--- src/rtl/regfile_wb_ctrl.sv ---
// Register-file write-port controller: merges pipeline writeback with buffered long-latency results
// and keeps the per-register busy scoreboard. Define LL_BYPASS_EN for zero-latency writes through an empty FIFO.
module regfile_wb_ctrl #(
  parameter int unsigned REG_NUM    = 32,
  parameter int unsigned RF_AW      = 5,
  parameter int unsigned DATA_W     = 32,
  parameter int unsigned LQ_DEPTH   = 2,
  parameter int unsigned STARVE_MAX = 4
) (
  input  logic              clk,
  input  logic              rst,
  input  logic              wb_valid,
  input  logic [RF_AW-1:0]  wb_rd,
  input  logic [DATA_W-1:0] wb_data,
  output logic              wb_hold,
  input  logic              ll_issue,
  input  logic [RF_AW-1:0]  ll_issue_rd,
  input  logic              ll_valid,
  output logic              ll_ready,
  input  logic [RF_AW-1:0]  ll_rd,
  input  logic [DATA_W-1:0] ll_data,
  input  logic [RF_AW-1:0]  id_rs1,
  input  logic [RF_AW-1:0]  id_rs2,
  input  logic [RF_AW-1:0]  id_rd,
  output logic              id_stall,
  output logic              rf_wen,
  output logic [RF_AW-1:0]  rf_waddr,
  output logic [DATA_W-1:0] rf_din
);

  localparam int unsigned LQ_AW = $clog2(LQ_DEPTH);
  localparam int unsigned LQ_CW = $clog2(LQ_DEPTH + 1);
  localparam int unsigned SV_W  = $clog2(STARVE_MAX + 1);

  typedef struct packed {
    logic [RF_AW-1:0]  rd;
    logic [DATA_W-1:0] data;
  } lq_entry_t;

  lq_entry_t          lq_mem [LQ_DEPTH];
  lq_entry_t          lq_head;
  logic [LQ_AW-1:0]   wr_ptr_q, rd_ptr_q;
  logic [LQ_CW-1:0]   lq_cnt_q, lq_cnt_nxt;
  logic [REG_NUM-1:0] busy_q, busy_nxt;
  logic [SV_W-1:0]    starve_q, starve_nxt;
  logic               lq_empty, lq_full, lq_push, lq_pop, ll_byp;
  logic               clr_en;
  logic [RF_AW-1:0]   clr_rd;

  assign lq_empty = (lq_cnt_q == '0);
  assign lq_full  = (lq_cnt_q == LQ_CW'(LQ_DEPTH));
  assign lq_head  = lq_mem[rd_ptr_q];
  assign ll_ready = rst & ~lq_full;
  assign lq_pop   = rst & ~wb_valid & ~lq_empty;

`ifdef LL_BYPASS_EN
  assign ll_byp = rst & ~wb_valid & lq_empty & ll_valid;
`else
  assign ll_byp = 1'b0;
`endif

  assign lq_push    = ll_valid & ll_ready & ~ll_byp;
  assign lq_cnt_nxt = lq_cnt_q + LQ_CW'(lq_push) - LQ_CW'(lq_pop);

  // Write-port arbitration: pipeline writeback first, then FIFO head, then bypass; x0 never written.
  always_comb begin
    rf_wen   = 1'b0;
    rf_waddr = '0;
    rf_din   = '0;
    clr_en   = 1'b0;
    clr_rd   = '0;
    if (rst && wb_valid) begin
      if (wb_rd != '0) begin
        rf_wen   = 1'b1;
        rf_waddr = wb_rd;
        rf_din   = wb_data;
      end
    end else if (lq_pop) begin
      clr_en = 1'b1;
      clr_rd = lq_head.rd;
      if (lq_head.rd != '0) begin
        rf_wen   = 1'b1;
        rf_waddr = lq_head.rd;
        rf_din   = lq_head.data;
      end
    end else if (ll_byp) begin
      clr_en = 1'b1;
      clr_rd = ll_rd;
      if (ll_rd != '0) begin
        rf_wen   = 1'b1;
        rf_waddr = ll_rd;
        rf_din   = ll_data;
      end
    end
  end

  // Scoreboard update; a new issue overrides a same-cycle clear of the same register.
  always_comb begin
    busy_nxt = busy_q;
    if (clr_en) busy_nxt[clr_rd] = 1'b0;
    if (ll_issue) busy_nxt[ll_issue_rd] = 1'b1;
    busy_nxt[0] = 1'b0;
  end

  // Count consecutive lost arbitrations of a non-empty FIFO, saturating at the hold threshold.
  always_comb begin
    starve_nxt = starve_q;
    if (lq_empty || lq_pop) begin
      starve_nxt = '0;
    end else if (wb_valid && (starve_q < SV_W'(STARVE_MAX))) begin
      starve_nxt = starve_q + SV_W'(1);
    end
  end

  assign id_stall = busy_q[id_rs1] | busy_q[id_rs2] | busy_q[id_rd];

  always_ff @(posedge clk or negedge rst) begin
    if (!rst) begin
      wr_ptr_q <= '0;
      rd_ptr_q <= '0;
      lq_cnt_q <= '0;
      busy_q   <= '0;
      starve_q <= '0;
      wb_hold  <= 1'b0;
    end else begin
      if (lq_push) wr_ptr_q <= wr_ptr_q + LQ_AW'(1);
      if (lq_pop)  rd_ptr_q <= rd_ptr_q + LQ_AW'(1);
      lq_cnt_q <= lq_cnt_nxt;
      busy_q   <= busy_nxt;
      starve_q <= starve_nxt;
      wb_hold  <= (starve_nxt >= SV_W'(STARVE_MAX));
    end
  end

  // Result storage needs no reset; occupancy is tracked by the counter.
  always_ff @(posedge clk) begin
    if (lq_push) lq_mem[wr_ptr_q] <= '{rd: ll_rd, data: ll_data};
  end

  // Issuing to a register that is still busy would break the WAW guarantee.
  a_issue_not_busy: assert property (@(posedge clk) disable iff (!rst)
    !(ll_issue && busy_q[ll_issue_rd]));

endmodule

--- config.mk ---
export PLATFORM = sky130hd
export DESIGN_NAME = regfile_wb_ctrl
export DESIGN_NICKNAME = d
export VERILOG_FILES = /design/src/rtl/regfile_wb_ctrl.sv
export SDC_FILE = /design/constraint.sdc
export NUM_CORES = 1
export LEC_CHECK = 0
export CORE_UTILIZATION = 50
export CTS_CLUSTER_DIAMETER = 200
export DETAILED_ROUTE_END_ITERATION = 10
export MAX_ROUTING_LAYER = met4
export PLACE_DENSITY_LB_ADDON = 0.15
export SYNTH_ARGS = -nofsm -noshare
export SYNTH_HDL_FRONTEND = slang
export SYNTH_SLANG_ARGS = --single-unit
--- constraint.sdc ---
create_clock -name clk -period 3.45 [get_ports clk]
set_clock_uncertainty 0.05 [all_clocks]
set_input_delay 0.69 -clock clk [delete_from_list [all_inputs] [get_ports clk]]
set_output_delay 0.69 -clock clk [all_outputs]
set_load 0.02 [all_outputs]
==> flow_metrics.py, run 1 <==
metrics = {
    "floorplan": {
        "die_w_um": 108,
        "die_h_um": 108,
        "fp-row-count": 38,
        "core-area_sq_um": 10900,
        "ios": 140,
        "start_util_pct": 51.8,
        "die-area_sq_um": 11700,
    },
    "timing": {
        "max_freq_ghz": 0.290,
        "rsz0062_at_grt": "true",
        "tightestPinTransition_ns": 0.657,
        "setup_violations": 0,
        "slew_headroom_pct": 55.9,
        "hold_violations": 0,
        "slew_viol_final": 0,
        "min_period_ns": 3.45,
        "post-route-period-util_pct": 99.9,
    },
    "min_path": {
        "hold_path.class": "in -> async",
    },
    "pwr": {
        "p_leak_nw": 3.15,
        "ir_drop_v": 0.000305,
        "power_density_nw_per_um2": 547,
        "p_total_mw": 4.18,
    },
    "flow_run": {
        "drv_cap": 0,
    },
    "synth": {
        "seq_area_frac_synth_pct": 56.3,
        "synth-edff-count": 74,
        "synth_top_family_by_area": "multiplexers",
        "synth-simple-area-share_pct": 10.4,
        "ys_ff_latch": 112,
        "avgSynthCellArea_sq_um": 12.5,
        "syn_inst": 450,
        "syn-num-nets": 552,
        "synth_mux_area_share_pct": 16.6,
        "synthArstFlopShare_pct": 33.9,
        "synth-adder-area-share_pct": 0.666,
        "synth_compound_area_share_pct": 12.5,
        "yosys_warnings": 0,
        "ys.flop_type": "edfxtp_1",
        "synthXorXnorAreaFrac_pct": 0.777,
        "synth.cell_area_sq_um": 5640,
        "ys_types": 52,
    },
    "clock_network": {
        "cts_tree": "done",
        "hold_buffers": 0,
        "numCtsBuffers": 9,
        "cts_buffer_depth": 2,
        "cts_root_buffer": "clkbuf_8",
        "clkLatencyLatePin_ns": 0.37,
        "clkSlewWorstSetupHoldPaths_ns": 0.10,
        "cts_setup_buffers": 0,
        "cts_sinks": 112,
        "cts_max_level": 3,
    },
    "routing": {
        "via_count": 4362,
        "drt_pass1_iterations": 5,
        "wl_per_cell_um": 18.7,
        "avgViaCountPerCell": 5.74,
        "drt_iter0_drc": 315,
        "drc_errors": 0,
        "postRouteWirelength_um": 14200,
        "antenna_left": 0,
    },
    "grt": {
        "antenna_found_initial": 0,
        "grt_max_degree": 42,
        "gr-total-overflow": 0,
        "grtUsageTotal_pct": 26.0,
        "grt_pass1_wl_um": 22000,
        "first_global_vias": 4458,
    },
    "finish": {
        "area_growth_pct": 35.3,
        "final_cell_area_sq_um": 7630,
        "n_antenna_cell": 0,
        "nNetsFinal": 717,
        "drive_above_1_share_pct": 13.4,
        "nFillCells": 813,
        "regArea_sq_um": 3170,
        "multiInputGateArea_sq_um": 2320,
    },
    "critical_path": {
        "cp-end-kind": "output pin",
        "cp_slowest_cell": "mux4_2",
        "critPathMaxStageDelay_ns": 0.51,
        "crit_cells": 8,
        "path_class": "in -> out",
        "startpoint": "id_rs2[1]",
        "cp_max_fo": 7,
        "setup.worst_path.start_class": "input pin",
        "cp.required_ns": 2.71,
        "arrival_ns": 2.71,
        "worstPathCellList": "clkdlybuf4s50_1 > buf_6 > mux4_2 > nand2b_4 > and3_4 > a2111oi_4 > nand4_1 > buf_2",
        "crit_buf_inv": 3,
        "rr_worst_depth": 6,
        "ff2ff_setup_slack_ns": 1.23,
        "crit_family": "buffers and inverters",
        "r2r-start": "rd_ptr_q$_DFFE_PN0P_",
        "rr_endpoint": "busy_q[4]$_DFF_PN0_",
    },
    "status": {
        "outcome": "finished, final reports clean",
    },
    "placement": {
        "place.gp.congestion": 0.926,
        "place_area_sq_um": 7390,
        "io_buffers": 139,
        "dp_hpwl_um": 10600,
    },
}
==> cells in the mapped netlist (2+ instances only) <==
cell / number / area, sq um
o21ai_0: 101 / 505
edfxtp_1: 74 / 2220
nand2_1: 49 / 184
mux2i_1: 48 / 480
dfrtp_1: 38 / 951
mux4_2: 14 / 315
nor2_1: 10 / 37.5
nand3b_1: 9 / 67.6
buf_2: 8 / 40.0
clkbuf_1: 7 / 26.3
nor3b_1: 7 / 52.6
a21oi_1: 6 / 30.0
inv_1: 6 / 22.5
nor2b_1: 6 / 37.5
mux4_1: 5 / 131
nand2b_1: 5 / 31.3
nand3_1: 5 / 25.0
xnor2_1: 5 / 43.8
nor3_1: 4 / 20.0
ha_1: 3 / 37.5
a21boi_0: 2 / 15.0
and3_1: 2 / 12.5
buf_6: 2 / 22.5
clkbuf_8: 2 / 27.5
nand2b_4: 2 / 27.5
o21a_1: 2 / 15.0
o21ai_1: 2 / 10.0
or3b_2: 2 / 17.5
==> placed cells by master (no fill, tap or decap), types with 7 or more instances in the layout <==
cell type | Yosys | final
clkdlybuf4s50_1 | 0 | 103
dfrtp_1 | 38 | 37
mux2i_1 | 48 | 48
clkbuf_8 | 2 | 9
nor2_1 | 10 | 9
nand2_1 | 49 | 49
nand3b_1 | 9 | 9
dlygate4sd2_1 | 0 | 14
edfxtp_1 | 74 | 74
dlymetal6s2s_1 | 0 | 20
mux4_2 | 14 | 14
buf_4 | 0 | 30
o21ai_0 | 101 | 101
nor3b_1 | 7 | 7
==> cells by family (layout without fill, tap and decap cells) <==
kind of cell | Yosys count | count (layout)
compound gates | 125 | 125
flops | 112 | 112
simple gates | 111 | 111
mux | 68 | 68
buf+inv | 26 | 196
xor+xnor | 5 | 5
fa+ha+maj | 3 | 3
==> layer usage <==
metal | share of wire [%] | wire length [um] | global-route usage [%] | vias up
met5 | 0 | 0 | - | -
met4 | 2.6 | 375 | 10.4 | 0
met3 | 6.5 | 923 | 4.22 | 27
met2 | 49 | 6990 | 42.1 | 182
met1 | 42 | 5900 | 32.8 | 2106
li1 | - | - | - | 2047
==> layout make-up <==
class / instances / share of cell area (%)
Timing Repair Buffer: 174 / 22.7
Sequential cell: 112 / 41.6
Multi-Input combinational cell: 312 / 30.5
Tap cell: 140 / 2.30
Clock inverter: 7 / 1.02
Clock buffer: 9 / 1.62
Inverter: 6 / 0.295
==> registers in the layout (all words and copies together) (netlist names) <==
signal / cells
lq_mem: 74
rd_ptr_q: 1
starve_q: 3
wr_ptr_q: 1
lq_cnt_q: 2
busy_q: 31
==> per-stage QoR <==
step	TNS (ns)	hold slack, ns	setup WS, ns	instances	utilization (%)
floorplan	0	0.344	0.453	450	-
global placement	-0.363	0.430	-0.363	744	67.9
detailed placement	-0.556	0.455	-0.404	744	67.9
CTS	-0.00681	0.373	-0.00681	760	69.6
global route	-0.110	0.400	-0.110	760	70.1
finish	0	0.376	0.00239	760	70.1
==> repair_timing <==
action	CTS	global route
endpoints found under the hold margin	0	0
endpoints found under the setup margin	15	20
resized for setup	19	20
pin swaps	0	1
gates cloned	0	0
==> worst max path at each step <==
stage,slack (ns),to
2_1_floorplan,0.45,lq_mem[0][0]$_DFFE_PP_
3_3_place_gp,-0.36,id_stall
3_5_place_dp,-0.40,id_stall
4_1_cts,-0.007,id_stall
5_1_grt,-0.11,id_stall
6_report,0.002,id_stall
==> power by group <==
part	switching (mW)	total [mW]	leakage, nW	internal [mW]
combinational	0.732	1.46	1.93	0.727
clock	0.448	0.792	0.105	0.344
sequential	0.219	1.92	1.12	1.71
total	1.40	4.18	3.15	2.78
Power figures use the tool's default switching activity.
==> inputs of run 2 (changes only) <==
- CELL_PAD_IN_SITES_DETAIL_PLACEMENT: not set -> 1
- CELL_PAD_IN_SITES_GLOBAL_PLACEMENT: not set -> 1
- CORE_UTILIZATION: 50 -> 39
==> run 2 against run 1 <==
  * Hold slack worse by 0.26 ns
  * Global-route usage is 2.5 points lower
  * Wire length is 15% higher
  * Critical path depth is 1 lower
  * Register-to-register slack worse by 0.28 ns
  * Die area is 28% higher
  * Clock power is 34% higher
  * Combinational power hardly changed
  * Sequential power is 2% higher
  * Sequential share of layout area is 0.65 points lower
  * Count of clock-buffer cells in the layout stayed put
  * Critical path type unchanged
  * Largest cell class unchanged
  * Highest routed layer unchanged
==> flow_metrics.py, run 2 (synthesis gave the netlist of run 1 again) <==
metrics = {
    "critical_path": {
        "path_class": "in -> out",
        "setup.worst_path.start_class": "input pin",
        "cp.required_ns": 2.71,
        "startpoint": "wb_rd[1]",
        "arrival_ns": 2.58,
        "r2r-start": "rd_ptr_q$_DFFE_PN0P_",
        "cp-end-kind": "output pin",
        "cp_max_fo": 33,
    },
    "clock_network": {
        "clkLatencyLatePin_ns": 0.34,
        "cts_tree": "done",
        "cts_root_buffer": "clkbuf_16",
        "cts_sinks": 112,
        "cts_max_level": 3,
        "numCtsBuffers": 9,
        "clkSlewWorstSetupHoldPaths_ns": 0.08,
        "cts_buffer_depth": 2,
    },
    "floorplan": {
        "fp-row-count": 43,
        "die_w_um": 122,
        "core-area_sq_um": 14000,
        "die-area_sq_um": 14900,
        "ios": 140,
        "start_util_pct": 40.3,
        "die_h_um": 122,
    },
    "timing": {
        "holdWs_ns": 0.116,
        "hold_violations": 0,
        "tns_ns": 0,
        "max_freq_ghz": 0.301,
        "slew_headroom_pct": 50.8,
        "rsz0062_at_grt": "false",
        "setup_violations": 0,
        "min_period_ns": 3.32,
        "tightestPinTransition_ns": 0.733,
        "post-route-period-util_pct": 96.2,
        "finalWorstSetupSlack_ns": 0.132,
        "slew_viol_final": 0,
    },
    "placement": {
        "dp_hpwl_um": 12100,
        "placedCellCount": 784,
        "place_ws_ns": -0.463,
        "io_buffers": 139,
        "place.gp.congestion": 0.911,
    },
    "grt": {
        "first_global_vias": 4853,
        "antenna_found_initial": 0,
        "grt_pass1_wl_um": 25600,
        "gr-total-overflow": 0,
        "grtUsageTotal_pct": 23.6,
        "grt_max_degree": 38,
    },
    "pwr": {
        "p_leak_nw": 3.02,
        "ir_drop_v": 0.000302,
        "power_density_nw_per_um2": 574,
    },
    "finish": {
        "final_common_cell": "clkdlybuf4s50_1",
        "largest_reg_flops": 74,
        "utilization_pct": 55.4,
        "nNetsFinal": 720,
        "n_antenna_cell": 0,
        "top_regs": "lq_mem x74, busy_q x31, starve_q x3",
        "layout_common_cells": "clkdlybuf4s50_1, o21ai_0, edfxtp_1",
        "top_register": "lq_mem",
        "post_layout_nonfiller_instances": 803,
        "drive_above_1_share_pct": 13.6,
        "area_growth_pct": 37.4,
    },
    "routing": {
        "postRouteWirelength_um": 16300,
        "drt_pass1_iterations": 4,
        "drt_iter0_drc": 171,
        "drc_errors": 0,
        "wl_per_cell_um": 20.3,
        "avgViaCountPerCell": 5.46,
        "antenna_left": 0,
        "via_count": 4388,
    },
    "status": {
        "outcome": "finished, final reports clean",
    },
    "flow_run": {
        "drv_cap": 0,
    },
    "min_path": {
        "hold_path.class": "in -> async",
    },
}
run 2: per-stage QoR:
step / total power [mW] / cell area [sq um]
2_1_floorplan: 2.79 / 5640
3_3_place_gp: 3.40 / 7440
3_5_place_dp: 3.47 / 7440
4_1_cts: 4.49 / 7700
5_1_grt: 4.69 / 7750
6_report: 4.44 / 7750
run 2: final cells by class:
class,instances,area (sq um)
Tap cell,180,225
Timing Repair Buffer,177,1700
Fill cell,1477,6240
Clock buffer,9,225
Inverter,6,22.5
Clock inverter,7,77.6
Sequential cell,112,3170
Multi-Input combinational cell,312,2320
run 2: metal layers:
metal / share of wire, % / wire length, um / global-route usage (%) / up-vias
li1: - / - / - / 2055
met1: 42 / 6840 / 27.9 / 2204
met2: 52 / 8530 / 40.8 / 113
met3: 3.6 / 581 / 3.81 / 16
met4: 1.9 / 314 / 7.77 / 0
met5: 0 / 0 / - / -
run 2: path summary, 6_finish.rpt:
kind                       cells past startpoint  slack (ns)               endpoint
min reg2reg                                    1        0.49  lq_cnt_q[1]$_DFF_PN0_
max in group asynchronous                      2        2.52   busy_q[11]$_DFF_PN0_
min                                            1        0.12  starve_q[1]$_DFF_PN0_
max reg2reg                                    6        0.95    busy_q[9]$_DFF_PN0_
max                                            7        0.13             rf_din[25]
min in group clk                               1        0.49  lq_cnt_q[1]$_DFF_PN0_
run 2: repair_timing:
action	in CTS	in global routing
setup endpoints to repair	34	1
buffers inserted	0	2
hold endpoints to repair	0	0
resized for setup	38	5
cloned	0	1
hold buffers	0	0
pin swaps	0	2
run 2: power by group:
part | internal, mW | switching (mW)
combinational | 0.698 | 0.730
sequential | 1.71 | 0.249
clock | 0.573 | 0.486
total | 2.98 | 1.46
run 2: worst max-delay path, stage by stage:
cell             delay (ns)
clkdlybuf4s50_1        0.42
or4_1                  0.54
o21a_1                 0.22
buf_12                 0.17
nand2_1                0.08
o21ai_0                0.09
dlygate4sd2_1          0.34
